$ cat src/rtl/ov5640_ddr_wr_ctrl.sv
`default_nettype none
// ============================================================================
// Module   : ov5640_ddr_wr_ctrl
// Purpose  : AXI4 write-master sequencer. Writes each camera frame into one
//            buffer of a ring using fixed-length INCR bursts, tracks B
//            responses and publishes the last completed buffer index.
// Revision : 1.0  initial release
// ============================================================================
module ov5640_ddr_wr_ctrl #(
    parameter int          ADDR_W       = 32,
    parameter logic [31:0] BASE_ADDR    = 32'h0000_0000,
    parameter logic [31:0] FRAME_STRIDE = 32'h0040_0000,
    parameter int          NUM_BUF      = 3,
    parameter int          FRAME_BEATS  = 172800,
    parameter int          BURST_LEN    = 64,
    parameter int          MAX_OUTST    = 4
) (
    input  logic              axi_clk,
    input  logic              axi_rst,
    input  logic              s_vsync,
    output logic [19:0]       data_len,
    input  logic [127:0]      s_data,
    input  logic              s_data_valid,
    input  logic              s_data_last,
    output logic              s_data_ready,
    output logic [ADDR_W-1:0] m_awaddr,
    output logic [7:0]        m_awlen,
    output logic [2:0]        m_awsize,
    output logic [1:0]        m_awburst,
    output logic              m_awvalid,
    input  logic              m_awready,
    output logic [127:0]      m_wdata,
    output logic [15:0]       m_wstrb,
    output logic              m_wlast,
    output logic              m_wvalid,
    input  logic              m_wready,
    input  logic [1:0]        m_bresp,
    input  logic              m_bvalid,
    output logic              m_bready,
    output logic              frame_done,
    output logic [1:0]        rd_buf_idx,
    output logic              rd_buf_vld,
    output logic [2:0]        err_flags
);

    localparam logic [3:0]        MAX_O       = 4'(MAX_OUTST);
    localparam logic [7:0]        LAST_BEAT   = 8'(BURST_LEN - 1);
    localparam logic [31:0]       BURST_L32   = 32'(BURST_LEN);
    localparam logic [31:0]       FRAME_B32   = 32'(FRAME_BEATS);
    localparam logic [1:0]        LAST_BUF    = 2'(NUM_BUF - 1);
    localparam logic [ADDR_W-1:0] BURST_BYTES = ADDR_W'(BURST_LEN * 16);
    localparam logic [ADDR_W-1:0] BASE_A      = ADDR_W'(BASE_ADDR);
    localparam logic [ADDR_W-1:0] STRIDE_A    = ADDR_W'(FRAME_STRIDE);

    typedef enum logic [1:0] {
        ST_IDLE  = 2'd0,
        ST_AW    = 2'd1,
        ST_W     = 2'd2,
        ST_FLUSH = 2'd3
    } state_t;

    state_t             r_state;
    state_t             w_next_state;
    logic               r_vs_q;
    logic [ADDR_W-1:0]  r_addr;
    logic [31:0]        r_beats_left;
    logic [7:0]         r_beat_cnt;
    logic [3:0]         r_outst;
    logic [1:0]         r_wr_buf;
    logic               r_pad;       // current burst is being padded after an abort
    logic               r_abort;     // FLUSH is an abort flush: restart same buffer
    logic               r_vs_pend;   // frame start seen while flushing
    logic               r_bready;
    logic               r_frame_done;
    logic [1:0]         r_rd_buf_idx;
    logic               r_rd_buf_vld;
    logic [2:0]         r_err;

    logic               w_vs_rise;
    logic               w_aw_hs;
    logic               w_w_hs;
    logic               w_b_hs;
    logic               w_burst_end;
    logic               w_flush_done;
    logic               w_start;
    logic               w_abort_evt;
    logic [1:0]         w_next_buf;
    logic [1:0]         w_start_buf;
    logic [ADDR_W-1:0]  w_start_addr;

    assign w_vs_rise    = s_vsync & ~r_vs_q;
    assign w_aw_hs      = m_awvalid & m_awready;
    assign w_w_hs       = m_wvalid & m_wready;
    assign w_b_hs       = m_bvalid & r_bready;
    assign w_burst_end  = w_w_hs & m_wlast;
    assign w_flush_done = (r_state == ST_FLUSH) && (r_outst == 4'd0);
    assign w_abort_evt  = w_vs_rise && ((r_state == ST_AW) || (r_state == ST_W));
    assign w_start      = (w_next_state == ST_AW) &&
                          ((r_state == ST_IDLE) || (r_state == ST_FLUSH));
    assign w_next_buf   = (r_wr_buf == LAST_BUF) ? 2'd0 : r_wr_buf + 2'd1;
    // A normal completion advances the ring in the same cycle a new frame may start.
    assign w_start_buf  = ((r_state == ST_FLUSH) && !r_abort) ? w_next_buf : r_wr_buf;
    assign w_start_addr = BASE_A + ({{(ADDR_W-2){1'b0}}, w_start_buf} * STRIDE_A);

    assign data_len   = 20'(BURST_LEN);
    assign m_awsize   = 3'b100;
    assign m_awburst  = 2'b01;
    assign m_awaddr   = r_addr;
    assign m_bready   = r_bready;
    assign frame_done = r_frame_done;
    assign rd_buf_idx = r_rd_buf_idx;
    assign rd_buf_vld = r_rd_buf_vld;
    assign err_flags  = r_err;

    // State register.
    always_ff @(posedge axi_clk or posedge axi_rst) begin
        if (axi_rst) r_state <= ST_IDLE;
        else         r_state <= w_next_state;
    end

    // Next-state decode and AXI channel outputs.
    always_comb begin
        w_next_state = r_state;
        m_awvalid    = 1'b0;
        m_awlen      = 8'd0;
        m_wvalid     = 1'b0;
        m_wdata      = '0;
        m_wstrb      = 16'h0000;
        m_wlast      = 1'b0;
        s_data_ready = 1'b0;
        case (r_state)
            ST_IDLE: begin
                if (w_vs_rise) w_next_state = ST_AW;
            end
            ST_AW: begin
                // Once raised, awvalid stays up: outst cannot grow while waiting here.
                m_awvalid = (r_outst < MAX_O);
                m_awlen   = LAST_BEAT;
                if (w_vs_rise && !m_awvalid)       w_next_state = ST_FLUSH;
                else if (m_awvalid && m_awready)   w_next_state = ST_W;
            end
            ST_W: begin
                m_wlast = (r_beat_cnt == LAST_BEAT);
                if (r_pad) begin
                    m_wvalid = 1'b1;
                end else begin
                    m_wvalid     = s_data_valid;
                    m_wdata      = s_data;
                    m_wstrb      = 16'hFFFF;
                    s_data_ready = m_wready;
                end
                if (m_wvalid && m_wready && m_wlast) begin
                    if (r_pad || w_vs_rise || (r_beats_left == BURST_L32))
                        w_next_state = ST_FLUSH;
                    else
                        w_next_state = ST_AW;
                end
            end
            ST_FLUSH: begin
                if (r_outst == 4'd0)
                    w_next_state = (r_abort || r_vs_pend || w_vs_rise) ? ST_AW : ST_IDLE;
            end
            default: w_next_state = ST_IDLE;
        endcase
    end

    // Address/beat bookkeeping, outstanding count, ring pointer and status.
    always_ff @(posedge axi_clk or posedge axi_rst) begin
        if (axi_rst) begin
            r_vs_q       <= 1'b0;
            r_addr       <= '0;
            r_beats_left <= 32'd0;
            r_beat_cnt   <= 8'd0;
            r_outst      <= 4'd0;
            r_wr_buf     <= 2'd0;
            r_pad        <= 1'b0;
            r_abort      <= 1'b0;
            r_vs_pend    <= 1'b0;
            r_bready     <= 1'b0;
            r_frame_done <= 1'b0;
            r_rd_buf_idx <= 2'd0;
            r_rd_buf_vld <= 1'b0;
            r_err        <= 3'b000;
        end else begin
            r_vs_q       <= s_vsync;
            r_bready     <= 1'b1;
            r_frame_done <= 1'b0;

            if (w_start) begin
                r_addr       <= w_start_addr;
                r_beats_left <= FRAME_B32;
            end else begin
                if (w_aw_hs)     r_addr       <= r_addr + BURST_BYTES;
                if (w_burst_end) r_beats_left <= r_beats_left - BURST_L32;
            end

            if (w_w_hs) r_beat_cnt <= m_wlast ? 8'd0 : r_beat_cnt + 8'd1;

            case ({w_aw_hs, w_b_hs})
                2'b10:   r_outst <= r_outst + 4'd1;
                2'b01:   r_outst <= r_outst - 4'd1;
                default: r_outst <= r_outst;
            endcase

            if (w_next_state == ST_FLUSH) r_pad <= 1'b0;
            else if (w_abort_evt)         r_pad <= 1'b1;

            if (w_abort_evt)       r_abort <= 1'b1;
            else if (w_flush_done) r_abort <= 1'b0;

            if (w_flush_done)                               r_vs_pend <= 1'b0;
            else if ((r_state == ST_FLUSH) && w_vs_rise)    r_vs_pend <= 1'b1;

            if (w_flush_done && !r_abort) begin
                r_frame_done <= 1'b1;
                r_rd_buf_idx <= r_wr_buf;
                r_rd_buf_vld <= 1'b1;
                r_wr_buf     <= w_next_buf;
            end

            if (w_b_hs && (m_bresp != 2'b00))                      r_err[2] <= 1'b1;
            if (w_w_hs && !r_pad && (s_data_last != m_wlast))      r_err[1] <= 1'b1;
            if (w_abort_evt)                                       r_err[0] <= 1'b1;
        end
    end

endmodule
`default_nettype wire
$ cat config.mk
export PLATFORM = sky130hd
export DESIGN_NAME = ov5640_ddr_wr_ctrl
export DESIGN_NICKNAME = d
export VERILOG_FILES = /design/src/rtl/ov5640_ddr_wr_ctrl.sv
export SDC_FILE = /design/constraint.sdc
export NUM_CORES = 1
export LEC_CHECK = 0
export ABC_CLOCK_PERIOD_IN_PS = 3100
export BUFFER_PORTS_ARGS = -buffer_cell sky130_fd_sc_hd__buf_4
export CAP_MARGIN = 20
export CORE_AREA = 2 2 141 143
export CTS_BUF_LIST = sky130_fd_sc_hd__clkbuf_2 sky130_fd_sc_hd__clkbuf_4 sky130_fd_sc_hd__clkbuf_8
export CTS_CLUSTER_SIZE = 30
export DETAILED_ROUTE_END_ITERATION = 7
export DIE_AREA = 0 0 143 145
export SYNTH_ARGS = -nofsm -noshare
export SYNTH_HDL_FRONTEND = slang
export SYNTH_SLANG_ARGS = --single-unit
$ cat constraint.sdc
create_clock -name axi_clk -period 3.1 [get_ports axi_clk]
set_input_delay 0.62 -clock axi_clk [delete_from_list [all_inputs] [get_ports axi_clk]]
set_output_delay 0.62 -clock axi_clk [all_outputs]
set_load 0.05 [all_outputs]
==> results of run 1 <==
-- cell usage after synthesis, types with 4 or more instances --
cell type / count / area share
clkbuf_1: 16 / 0.011
nand2b_1: 10 / 0.011
nor2_4: 30 / 0.062
ha_1: 11 / 0.025
xnor2_1: 32 / 0.051
and2_1: 131 / 0.15
nor3b_1: 5 / 0.0069
o21ai_0: 8 / 0.0073
xor2_1: 22 / 0.035
buf_4: 57 / 0.078
nor2_1: 36 / 0.025
nand2_1: 29 / 0.020
dfrtp_1: 76 / 0.35
nor4_1: 8 / 0.0092
inv_1: 16 / 0.011
and3_1: 4 / 0.0046
nand3_1: 16 / 0.015
nand4_1: 9 / 0.010
nor3_1: 12 / 0.011
a21oi_1: 8 / 0.0073
-- kinds of logic after synthesis --
logic type	share of synthesized area
XOR/XNOR	0.0866
AO/OA/AOI/OAI	0.0490
AND/OR/NAND/NOR	0.364
adder cells (fa/ha/maj)	0.0289
multiplexers	0.00550
buffers and inverters	0.116
flip-flops	0.348
other	0.00138
-- cell type report --
class                   instances  area (um2)  area share
clock buffers                  12         146      0.0182
clock inverters                 3        15.0     0.00186
inverters                      16        60.1     0.00745
multi-input cells             457        3080       0.382
flip-flops and latches         76        1900       0.236
well taps                     265         332      0.0411
repair buffers                330        2530       0.314
-- worst max-delay path: cells and delay by family (launching register included) --
family	cells	cell delay, ns
buf+inv	3	0.62
simple gates	2	0.48
flops	1	0.42
fa+ha+maj	1	0.29
-- per-stage QoR --
stage,hold WS (ns),area [um2],instances,total power (uW),utilization
after floorplan,0.474,5600,628,3320,-
after global placement,0.455,7890,1144,3860,0.411
after detailed placement,0.459,7890,1144,3870,0.411
after CTS,0.369,8060,1159,4540,0.419
after global routing,0.374,8060,1159,4730,0.420
final,0.351,8060,1159,4500,0.420
-- worst max-delay path by stage --
stage	from	end	slack, ns	cells past startpoint
3_3_place_gp	m_awready	r_beats_left[9]	0.48	8
3_5_place_dp	m_awready	r_beats_left[9]	0.45	8
4_1_cts	r_state[0]	m_wdata[95]	0.11	6
6_report	r_state[0]	m_wdata[9]	0.29	6
2_1_floorplan	r_state[0]	m_wdata[118]	0.05	5
5_1_grt	r_state[0]	m_wdata[95]	0.11	6
-- power by group through the flow --
| stage | combinational (uW) | sequential (uW) | clock, uW |
|---|---|---|---|
| 2_1_floorplan | 2000 | 1320 | 0 |
| 3_3_place_gp | 2600 | 1260 | 0 |
| 3_5_place_dp | 2600 | 1270 | 0 |
| 4_1_cts | 2610 | 1250 | 686 |
| 5_1_grt | 2740 | 1260 | 721 |
| 6_report | 2580 | 1250 | 668 |
-- state kept, by name, summed over array words and instances, names as in the netlist --
name,count
err_flags,3
frame_done,1
r_beat_cnt,8
r_state,2
m_bready,1
r_abort,1
r_beats_left,26
r_outst,4
r_pad,1
r_vs_pend,1
r_wr_buf,2
m_awaddr,22
rd_buf_vld,1
rd_buf_idx,2
r_vs_q,1
-- per-layer routing --
metal,share of wire,global-route usage
met1,0.44,0.305
met2,0.44,0.311
met3,0.11,0.0637
met4,0.0075,0.0371
met5,0.0017,0
==> impl_metrics.json, run 1 <==
{
  "status": "complete, no violations",
  "setup_ws_ns": 0.288,
  "clkTransAtPathRegs_ns": 0.08,
  "grt_max_degree": 77,
  "nets": 1040,
  "die_area_mm2": 0.0207,
  "yosysSeqAreaShare": 0.348,
  "portBuffers": 321,
  "io_pins": 359,
  "htree_num_levels": 3,
  "detail_route.wl_per_cell_um": 19.2,
  "dp_hpwl_mm": 18.9,
  "fillCellCount": 2005,
  "avgViaCountPerCell": 4.30,
  "maxCapViolations": 0,
  "rsz0062_at_grt": "no",
  "required_ns": 2.48,
  "arrival_ns": 2.19,
  "route.detailed.drc": 0,
  "p_leak_uw": 0.00398,
  "finalCritPeriodShare": 0.907,
  "clock_sinks": 76,
  "grt_util_all_layers": 0.210,
  "layout.cells.most_common_list": "buf_4 (326), and2_1 (131), dfrtp_1 (76)",
  "cts_hold_buf": 0,
  "fin_tns_setup_ns": 0,
  "n_antenna_cell": 0,
  "clock-root-buffer": "clkbuf_8",
  "final_common_cell": "buf_4",
  "critPathKind": "reg -> out",
  "vias": 4984,
  "antenna_found_initial": 17,
  "grt_pass1_vias": 4767,
  "finalCriticalPeriod_ns": 2.81,
  "synth_edf_count": 0,
  "synth.cell_area_mm2": 0.00546,
  "sw_frac_of_total": 0.511,
  "postSynthCellCount": 592,
  "grt_pass1_wl_mm": 31.5,
  "synthFlopType": "dfrtp_1",
  "max_stage_delay_ns": 0.42,
  "async_flop_share": 1.00,
  "timing.rr.end": "r_outst[3]",
  "clockPowerShare": 0.149,
  "critPathLaunchType": "flip-flop",
  "powerDensity_mw_per_mm2": 558,
  "sequentialPowerShare": 0.277,
  "clkLatencyLatePin_ns": 0.36,
  "drtPass1Iterations": 4,
  "area_delta_synth_final_pct": 47.5,
  "crit_slowest_cell": "dfrtp_1",
  "start_util": 0.284,
  "min_path_type": "in -> async",
  "cts_tree": "yes",
  "power.switching_uw": 2300,
  "yosysWarnings": 0,
  "fin_skew_ns": 0.00733,
  "die_x_um": 143,
  "yosysUniqueCellTypes": 61,
  "row_count": 51,
  "critPathMaxFanout": 74,
  "fmaxAchievable_ghz": 0.356,
  "gp_congestion": 0.814,
  "maxSlewViolCount": 0,
  "cts_resized": 0,
  "setup_violations": 0,
  "drt_iter0_markers": 219,
  "numCtsBuffers": 9,
  "dpl_worst_slack_ns": 0.446,
  "die_h_um": 145,
  "finalHoldViolCount": 0,
  "avgSynthCellArea_um2": 9.23,
  "clk_path_buf_depth": 2,
  "crit_chain": "inv_1 > ha_2 > nor2b_4 > buf_12 > and2_1 > buf_4",
  "layout-drive-gt1-share": 0.438,
  "post-cts-setup-buffer-count": 0,
  "ys_ff_latch": 76,
  "combPwrFrac": 0.574,
  "drt_wl_total_mm": 22.2,
  "grt_overflow_total": 0,
  "r2r_setup_slack_ns": 0.45,
  "core_area_mm2": 0.0192,
  "end_kind": "output port",
  "intPower_uw": 2200,
  "r2r_start": "r_state[1]",
  "ant_nets": 0,
  "reg2regPathDepth": 11,
  "vdd_drop_max_uv": 488
}
(Power assumes the default switching activity.)
==> run 2: changes to the inputs <==
--- a/config.mk
+++ b/config.mk
@@ -6,13 +6,13 @@
 export NUM_CORES = 1
 export LEC_CHECK = 0
 export ABC_CLOCK_PERIOD_IN_PS = 3100
-export BUFFER_PORTS_ARGS = -buffer_cell sky130_fd_sc_hd__buf_4
 export CAP_MARGIN = 20
-export CORE_AREA = 2 2 141 143
+export CORE_AREA = 2 2 140 142
 export CTS_BUF_LIST = sky130_fd_sc_hd__clkbuf_2 sky130_fd_sc_hd__clkbuf_4 sky130_fd_sc_hd__clkbuf_8
 export CTS_CLUSTER_SIZE = 30
 export DETAILED_ROUTE_END_ITERATION = 7
-export DIE_AREA = 0 0 143 145
+export DIE_AREA = 0 0 142 144
+export DONT_BUFFER_PORTS = 1
 export SYNTH_ARGS = -nofsm -noshare
 export SYNTH_HDL_FRONTEND = slang
 export SYNTH_SLANG_ARGS = --single-unit
==> run 2 against run 1 <==
Against the previous run: sequential power is 6% higher; register-to-register slack worse by 0.05 ns; core utilization is 0.30 points higher; cell count is 16% lower; wire length is 4.8% higher; maximum frequency is 5.5% lower; design area hardly changed; largest cell class unchanged; largest power group unchanged.
==> impl_metrics.json, run 2 (synthesized netlist as in run 1, its figures left out) <==
{
  "clk_path_buf_depth": 2,
  "core_area_mm2": 0.0191,
  "critPathMaxFanout": 42,
  "layout-drive-gt1-share": 0.301,
  "required_ns": 2.48,
  "fmaxAchievable_ghz": 0.336,
  "crit_slowest_cell": "dfrtp_1",
  "critPathKind": "reg -> out",
  "critPathTopFamily": "simple AND/OR/NAND/NOR gates",
  "dp_hpwl_mm": 20.2,
  "area_delta_synth_final_pct": 47.6,
  "grt_max_degree": 88,
  "route.detailed.drc": 0,
  "final_common_cell": "and2_1",
  "powerDensity_mw_per_mm2": 579,
  "grt_pass1_vias": 4353,
  "htree_num_levels": 3,
  "tightest_slew_ns": 0.846,
  "critPathLaunchType": "flip-flop",
  "fin_util": 0.423,
  "die_area_mm2": 0.0204,
  "detail_route.wl_per_cell_um": 23.8,
  "drt_wl_total_mm": 23.3,
  "hp-start": "s_vsync",
  "crit_start": "r_state[0]",
  "io_pins": 359,
  "die_h_um": 144,
  "layout.cells.most_common_list": "and2_1 (131), buf_12 (102), dfrtp_1 (76)",
  "grt_overflow_total": 0,
  "finalCriticalPeriod_ns": 2.98,
  "drt_iter0_markers": 290,
  "grt_pass1_wl_mm": 31.5,
  "grt_util_all_layers": 0.219,
  "cts_tree": "yes",
  "row_count": 51,
  "status": "complete, no violations",
  "nets": 863,
  "maxSlewViolCount": 0,
  "r2r_start": "r_state[1]",
  "clkTransAtPathRegs_ns": 0.08,
  "largest_register": "r_beats_left",
  "ant_nets": 0,
  "numCtsBuffers": 9,
  "avgViaCountPerCell": 4.65,
  "gp_congestion": 0.865,
  "max_stage_delay_ns": 0.44,
  "vdd_drop_max_uv": 472,
  "arrival_ns": 2.36,
  "slew_headroom": 0.441,
  "setup_violations": 0,
  "cp_num_buf_inv": 3,
  "drtPass1Iterations": 4,
  "fin_skew_ns": 0.0109,
  "fin_tns_setup_ns": 0,
  "p_leak_uw": 0.00340,
  "clock_sinks": 76,
  "finalCritPeriodShare": 0.960,
  "portBuffers": 0,
  "start_util": 0.286,
  "crit_chain": "inv_1 > ha_1 > nor2b_4 > buf_6 > and2_1 > buf_12",
  "min_path_type": "in -> reg",
  "maxCapViolations": 0,
  "die_x_um": 142,
  "finalHoldViolCount": 0,
  "rsz0062_at_grt": "no",
  "clock-root-buffer": "clkbuf_8",
  "clkLatencyLatePin_ns": 0.36,
  "largest_register_ffs": 26,
  "vias": 4556,
  "end_kind": "output port",
  "antenna_found_initial": 45
}
## run 2: metal layers
layer,wire length (um),GRT usage,vias to the layer above
li1,-,-,2113
met1,9740,0.272,2120
met2,10600,0.330,270
met3,2480,0.117,47
met4,427,0.0626,6
met5,35,0,-
## run 2: where the power goes
part,total (uW),internal (uW),switching [uW]
combinational,2620,892,1730
clock,711,318,393
sequential,1330,1090,235
## run 2: layout make-up
class | instances | area, um2
fillers | 1788 | 11000
multi-input cells | 457 | 3090
repair buffers | 153 | 2470
flip-flops and latches | 76 | 1900
well taps | 238 | 298
clock buffers | 10 | 138
inverters | 16 | 60.1
diodes | 23 | 57.6
clock inverters | 6 | 47.5
## run 2: timing repair
action                                  CTS  global route
endpoints found under the setup margin    1            86
gates resized for setup                   1             0
cloned                                    0             1
endpoints found under the hold margin     6             0
pin swaps                                 0             0
setup buffers                             0             2
hold buffers                              1             0
## run 2: final timing paths
| kind | to | slack, ns | cells past startpoint |
|---|---|---|---|
| worst max-delay path | m_wdata[87] | 0.12 | 6 |
| worst min-delay path | r_vs_q | 0.29 | 0 |
| worst max register to register | r_outst[3] | 0.40 | 11 |
| worst min register to register | r_beat_cnt[4] | 0.53 | 1 |
| max in group asynchronous | r_beats_left[10] | 1.80 | 3 |
| min in group asynchronous | rd_buf_idx[0] | 0.59 | 2 |
## run 2: per-stage QoR
step | area [um2] | instances | setup slack (ns) | power [uW] | hold WS (ns)
after detailed placement | 7760 | 936 | 0.408 | 3960 | 0.402
after global placement | 7760 | 936 | 0.430 | 3940 | 0.400
final | 8060 | 979 | 0.124 | 4660 | 0.290
after CTS | 7960 | 953 | 0.00766 | 4690 | 0.269
after global routing | 8020 | 963 | 0.00709 | 4910 | 0.266
after floorplan | 5600 | 628 | 0.0520 | 3320 | 0.474
## run 2: worst reg2reg max path, delay by kind of cell, from the launching register on
kind | cells | cell delay (ns)
adder cells (fa/ha/maj) | 3 | 0.73
AND/OR/NAND/NOR | 2 | 0.44
flip-flops | 1 | 0.43
buffers and inverters | 2 | 0.36
AO/OA/AOI/OAI | 2 | 0.35
XOR/XNOR | 2 | 0.28
